## config.mk

```make
export PLATFORM = sky130hd
export DESIGN_NAME = seq_shift_unit
export DESIGN_NICKNAME = d
export VERILOG_FILES = /design/src/rtl/seq_shift_unit.sv
export SDC_FILE = /design/constraint.sdc
export NUM_CORES = 1
export LEC_CHECK = 0
export CAP_MARGIN = 30
export CORE_MARGIN = 5
export CORE_UTILIZATION = 50
export CTS_CLUSTER_SIZE = 8
export DETAILED_ROUTE_END_ITERATION = 8
export GPL_ROUTABILITY_DRIVEN = 0
export PLACE_DENSITY = 0.84
export SETUP_SLACK_MARGIN = 0.2
export SLEW_MARGIN = 30
export SYNTH_ARGS = -nofsm -noshare
export SYNTH_HDL_FRONTEND = slang
export SYNTH_SLANG_ARGS = --single-unit
export TNS_END_PERCENT = 100
```

## constraint.sdc

```tcl
create_clock -name clk -period 3.6 [get_ports clk]
set_input_delay 0.36 -clock clk [delete_from_list [all_inputs] [get_ports clk]]
set_output_delay 0.36 -clock clk [all_outputs]
set_load 0.02 [all_outputs]
```

## src/rtl/seq_shift_unit.sv

```systemverilog
// rtl/seq_shift_unit.sv - multi-cycle shifter, one bit position per clock, busy/done handshake
module seq_shift_unit #(
  parameter int DATA_LENGTH = 12,
  parameter int SHAMT_W     = $clog2(DATA_LENGTH)
) (
  input  logic                   clk,
  input  logic                   reset_n,
  input  logic                   start,
  input  logic [2:0]             mode,
  input  logic [SHAMT_W-1:0]     amount,
  input  logic [DATA_LENGTH-1:0] data_in,
  output logic                   busy,
  output logic                   done,
  output logic [DATA_LENGTH-1:0] data_out,
  output logic                   carry_out
);

  typedef enum logic [1:0] {
    S_IDLE  = 2'd0,
    S_SHIFT = 2'd1,
    S_DONE  = 2'd2
  } state_t;

  localparam logic [2:0] MODE_LSL = 3'b000;
  localparam logic [2:0] MODE_LSR = 3'b001;
  localparam logic [2:0] MODE_ASR = 3'b010;
  localparam logic [2:0] MODE_ROL = 3'b011;
  localparam logic [2:0] MODE_ROR = 3'b100;

  state_t                 r_state;
  state_t                 w_next_state;
  logic [SHAMT_W-1:0]     r_cnt;
  logic [2:0]             r_mode;
  logic [DATA_LENGTH-1:0] r_data;
  logic                   r_carry;
  logic [DATA_LENGTH-1:0] w_step_data;
  logic                   w_step_carry;
  logic                   w_reserved;

  // Reserved modes collapse to a zero-step operation at capture time.
  assign w_reserved = (mode > MODE_ROR);

  // State register.
  always_ff @(posedge clk or negedge reset_n) begin
    if (!reset_n) begin
      r_state <= S_IDLE;
    end else begin
      r_state <= w_next_state;
    end
  end

  // Next-state logic: SHIFT leaves only once the step counter has run out.
  always_comb begin
    w_next_state = r_state;
    case (r_state)
      S_IDLE:  if (start) w_next_state = S_SHIFT;
      S_SHIFT: if (r_cnt == '0) w_next_state = S_DONE;
      S_DONE:  w_next_state = S_IDLE;
      default: w_next_state = S_IDLE;
    endcase
  end

  // Single-bit step of the working register for the captured mode.
  always_comb begin
    w_step_data  = r_data;
    w_step_carry = r_carry;
    case (r_mode)
      MODE_LSL: begin
        w_step_data  = {r_data[DATA_LENGTH-2:0], 1'b0};
        w_step_carry = r_data[DATA_LENGTH-1];
      end
      MODE_LSR: begin
        w_step_data  = {1'b0, r_data[DATA_LENGTH-1:1]};
        w_step_carry = r_data[0];
      end
      MODE_ASR: begin
        w_step_data  = {r_data[DATA_LENGTH-1], r_data[DATA_LENGTH-1:1]};
        w_step_carry = r_data[0];
      end
      MODE_ROL: begin
        w_step_data  = {r_data[DATA_LENGTH-2:0], r_data[DATA_LENGTH-1]};
        w_step_carry = r_data[DATA_LENGTH-1];
      end
      MODE_ROR: begin
        w_step_data  = {r_data[0], r_data[DATA_LENGTH-1:1]};
        w_step_carry = r_data[0];
      end
      default: begin
        w_step_data  = r_data;
        w_step_carry = r_carry;
      end
    endcase
  end

  // Datapath: capture on accepted start, then one step per SHIFT cycle until the count is exhausted.
  always_ff @(posedge clk or negedge reset_n) begin
    if (!reset_n) begin
      r_cnt   <= '0;
      r_mode  <= '0;
      r_data  <= '0;
      r_carry <= 1'b0;
    end else begin
      case (r_state)
        S_IDLE: begin
          if (start) begin
            r_data  <= data_in;
            r_mode  <= mode;
            r_cnt   <= w_reserved ? '0 : amount;
            r_carry <= 1'b0;
          end
        end
        S_SHIFT: begin
          if (r_cnt != '0) begin
            r_data  <= w_step_data;
            r_carry <= w_step_carry;
            r_cnt   <= r_cnt - 1'b1;
          end
        end
        default: begin
        end
      endcase
    end
  end

  assign busy      = (r_state == S_SHIFT);
  assign done      = (r_state == S_DONE);
  assign data_out  = r_data;
  assign carry_out = r_carry;

endmodule
```

# [Yosys cells after proc, flatten, opt, wreduce, memory -nomap -nowiden]
# Cells that the tools add are included.
[word_totals] wordCells=49 ff_bits=22 input_bits=22 output_inout_bits=15
[classes] magnitude_cmp=1 add_sub_neg=1 reduce_logical=13 eq_ne=13 n_mux=15
[op_table] cell="12-bit case mux with 5 select lines" count=1
[op_table] cell="12-bit 2-to-1 mux" count=2
[op_table] cell="12-bit case mux with 2 select lines" count=1
[op_table] cell="4-bit 2-to-1 mux" count=3
[op_table] cell="4-bit case mux with 2 select lines" count=1
[op_table] cell="4-bit AND reduction" count=2
[op_table] cell="3-bit by 2-bit == test with 1-bit output, second input constant" count=2
[op_table] cell="6-bit by 1-bit != test with 1-bit output, second input constant" count=1
[op_table] cell="5-bit by 1-bit != test with 1-bit output, second input constant" count=1
[op_table] cell="5-bit AND reduction" count=1
[op_table] cell="4-bit logical NOT" count=1
[op_table] cell="2-bit 2-to-1 mux" count=2
[op_table] cell="2-bit by 1-bit != test with 1-bit output, second input constant" count=2
[op_table] cell="2-bit != test, second input constant" count=2
[op_table] cell="1-bit case mux with 2 select lines" count=2
[op_table] cell="2-bit case mux with 2 select lines" count=1
[op_table] cell="2-bit AND reduction" count=2
[op_table] cell="4-bit nonzero test" count=1
[op_table] cell="4-bit by 1-bit subtractor with 4-bit output, second input constant" count=1
[op_table] cell="3-bit by 1-bit == test with 1-bit output, second input constant" count=1
[op_table] cell="3-bit == test, second input constant" count=1
[op_table] cell="3-bit > comparator, second input constant" count=1
[op_table] cell="3-bit logical NOT" count=1
[op_table] cell="3-bit != test, second input constant" count=1
[op_table] cell="8 further kinds" count=9

# [Logic depth before layout (Yosys ltp)]
[logic_depth] depth_word=5 mapped_depth=8 ltp_nobuf=6

# [Least setup slack after synthesis]
# No wires, ideal clock.
[synth_path] path_type="register to register" startpoint="register r_cnt[0]" endpoint="register r_data[5], in the netlist data_out[5]" path_slack_ps=1716 required_ps=3474 period_less_slack_ps=1884 n_path_buf=1 arrival_ps=1758 setup_time_ps=126 path_stages_with_launch=7 cell_sequence="dfrtp_1 inv_1 ha_1 and4bb_1 a2111o_1 buf_6 a221o_1"
[synth_between] elab_chain_cells=3
[synth_lines] item="from (decl)" line="32" rtl="logic [SHAMT_W-1:0] r_cnt;"
[synth_lines] item="from (signal assigned)" line="108" rtl="r_cnt <= w_reserved ? '0 : amount;"
[synth_lines] item="from (signal assigned)" line="116" rtl="r_cnt <= r_cnt - 1'b1;"
[synth_lines] item="4-bit nonzero test" line="113" rtl="if (r_cnt != '0) begin"
[synth_lines] item="2-bit by 1-bit != test with 1-bit output (no source line)"
[synth_lines] item="4-bit AND reduction (no source line)"
[synth_lines] item="to (signal assigned)" line="106" rtl="r_data <= data_in;"
[synth_lines] item="to (signal assigned)" line="114" rtl="r_data <= w_step_data;"
[synth_lines] item="to (decl)" line="34" rtl="logic [DATA_LENGTH-1:0] r_data;"
# No other way between the ends.
# A chain may end at the register's enable or synchronous reset.

# [Final worst setup path]
[layout_path] startpoint="register r_state[1]" endpoint="output busy"
[layout_between] elab_chain_cells=1
[layout_lines] item="from (decl)" line="30" rtl="state_t r_state;"
[layout_lines] item="from (signal assigned)" line="48" rtl="r_state <= w_next_state;"
[layout_lines] item="2-bit by 1-bit == test with 1-bit output" line="125" rtl="assign busy = (r_state == S_SHIFT);"
[layout_lines] item="to (decl)" line="12" rtl="output logic busy,"
# No other way between the ends.

==> metrics.csv <==
metric,value,unit
status,"complete, but fails checks",
violated checks,hold timing,
Routed WL per cell,15.6,um
Sw Share,43.6,%
DR pass1 iterations,4,
first-pass GRT wire length,4910,um
worst hold slack,-2.97,ps
top cell type's share of synthesized area,43.0,%
RR Startpoint,r_cnt[0]$_DFFE_PN0P_,
Initial DRC Count,25,
I/O pins,37,
Tightest Hold Check Type,primary input to asynchronous set/reset pin,
final WL,2920,um
Post-DRT Antenna Nets,0,
dpl ws,1370,ps
fmax,387,MHz
reg2reg setup slack,1360,ps
share of cells above drive strength 1,15.9,%
CTS Root Cell,clkbuf_4,
# rows,18,
Mapped Cells,125,
Layout Area Growth over Synthesis,29.0,%
"FF+latch count, synth",22,
Worst EP required,3240,ps
die width,60.6,um
met3 Use GR,4.68,%
Avg Inst Size Synth,10.2,um2
Final Setup Violations,0,
via count,1108,
Max Cap Violations,0,
leakage,0.000723,uW
vias per cell,5.93,
ANT cells,0,
fraction of registers with async set/reset,100,%
vias in the first global route,1059,
RSZ-0062 raised after global routing,no,
critical path startpoint category,flop,
Starting Density,52.2,%
Die ar.,3670,um2
core box area,2450,um2
Sequential Power Share,30.1,%
Net Sw Power,766,uW
grt total ovfl,0,
placed inst area,1630,um2
port bufs,36,
GRT Total Usage,17.4,%
max_slew headroom,44.9,%
critical path class,flop to output port,
final worst slack,1020,ps
number of flops mapped to enable cells by yosys,0,
clock transition at the registers of the reported paths,120,ps
"Data arrival, critical path",2220,ps
post-layout instance area,1650,um2
worst slew pin tran,827,ps
Mapped Area,1280,um2
largest area contributor in the netlist,dfrtp_1,
Clock Tree Buf Depth,2,
YS warnings,0,
minimum clock period,2580,ps
power density over the cells,1060,nW/um2
Pwr Total,1760,uW
Final Cycle Share,71.8,%
DRC Markers,0,
logic gate share of total power,63.6,%
"Primary FF master, synth",dfrtp_1,
Num CTS Buffers,3,
Seq. cell area,551,um2
Die Ht,60.6,um
CP Capture Type,output port,
met2 Usage GRT,28.9,%
Worst IR Drop VDD,0.730,mV
CTS sink cnt,22,
Final Max Tran Viols,0,
H-tree depth,1,
fin util,67.3,%
"Clk Latency, worst-skew pair",300,ps
GR Util met1,23.3,%
Final HPWL DP,2200,um
reg2reg path depth,6,
Int Pwr,990,uW
grt peak-use layer,met2,
Fin. Hold Viols,5,
Reg2Reg Capture Point,data_out[2]$_DFFE_PN0P_,
sequential fraction of the synthesis area,43.0,%
largest cells by area after synthesis,"dfrtp_1 43%, mux2_2 11%, and3_1 4.9%",
total negative slack,0,ps
largest net degree at the start of global routing,26,
CTS tree,built,
hold_buf cts,0,
synth cell count leaders,"22 x dfrtp_1, 13 x mux2_2, 10 x and3_1, 8 x a21oi_1, 8 x nand2_1",
"Distinct cells, synth",35,
final net count,182,
"Setup Fix Bufs, Post-CTS",0,
PostCTS Resize Cnt,0,
multi-input logic area,657,um2
Fill cells,200,
Clock Skew,5.55,ps
initial antenna violation count,0,
part of the power in the clock network,6.3,%
"count leader, synth",dfrtp_1,
CP Max Fanout,25,
"Net Count, Synth",148,
## layout by cell type (no fill, tap or decap), drive strengths merged, types with 6 or more instances in the layout
cell type / instances
clkdlybuf4s50: 35
and3: 10
nor2: 8
nand2: 8
a221o: 9
mux2: 13
inv: 6
a21oi: 8
dfrtp: 22
## routing by layer
layer	part of all wire, %	wire (um)	vias up
li1	-	-	536
met1	42	1210	529
met2	49	1440	41
met3	8.5	248	2
met4	0.51	15	0
met5	0	0	-
## logic make-up (layout without fill, tap and decap cells)
group / after synthesis / after routing / share of synthesized area (%)
AND/OR/NAND/NOR: 37 / 37 / 15.7
AO/OA/AOI/OAI: 36 / 36 / 21.1
flip-flops: 22 / 22 / 43.0
buffers and inverters: 14 / 46 / 5.76
multiplexers: 13 / 13 / 11.4
adder cells (fa/ha/maj): 2 / 2 / 1.76
XOR/XNOR: 1 / 1 / 1.27
## stage by stage
stage | hold WS (ps) | cells
after CTS | 12.8 | 187
after global routing | 27.0 | 187
after floorplan | 64.4 | 125
final | -2.97 | 187
after global placement | 495 | 184
after detailed placement | 357 | 184
## critical path: stages, from the launching register on
cell and delay (ps):
dfrtp_1 430, nand2b_1 540, inv_1 310, clkdlybuf4s50_1 640
## power by group through the flow
| stage | Sequential (uW) | Clock [uW] | Combinational [uW] |
|---|---|---|---|
| floorplan | 550 | 0 | 811 |
| global placement | 524 | 0 | 1090 |
| detailed placement | 532 | 0 | 1120 |
| CTS | 526 | 116 | 1130 |
| global route | 549 | 125 | 1230 |
| finish | 528 | 111 | 1120 |
## worst max path at each step
stage / endpoint / slack (ps) / start
after floorplan: data_out[5]$_DFFE_PN0P_ / 1720 / r_cnt[0]$_DFFE_PN0P_
after global placement: busy / 1430 / r_state[1]$_DFFE_PN0P_
after detailed placement: busy / 1370 / r_state[1]$_DFFE_PN0P_
after CTS: busy / 1010 / r_state[1]$_DFFE_PN0P_
after global routing: busy / 810 / r_state[1]$_DFFE_PN0P_
final: busy / 1020 / r_state[1]$_DFFE_PN0P_
## registers in the layout (all words and copies together), names as in the netlist
register and flops:
r_cnt 4, r_mode 3, carry_out 1, r_state 2, data_out 12
## final cells by class
class	count	share of cell area [%]
multi-input cells	89	39.7
flip-flops and latches	22	33.3
repair buffers	37	22.0
well taps	30	2.27
clock buffers	3	1.36
inverters	6	1.36
Power figures use the tool's default switching activity.
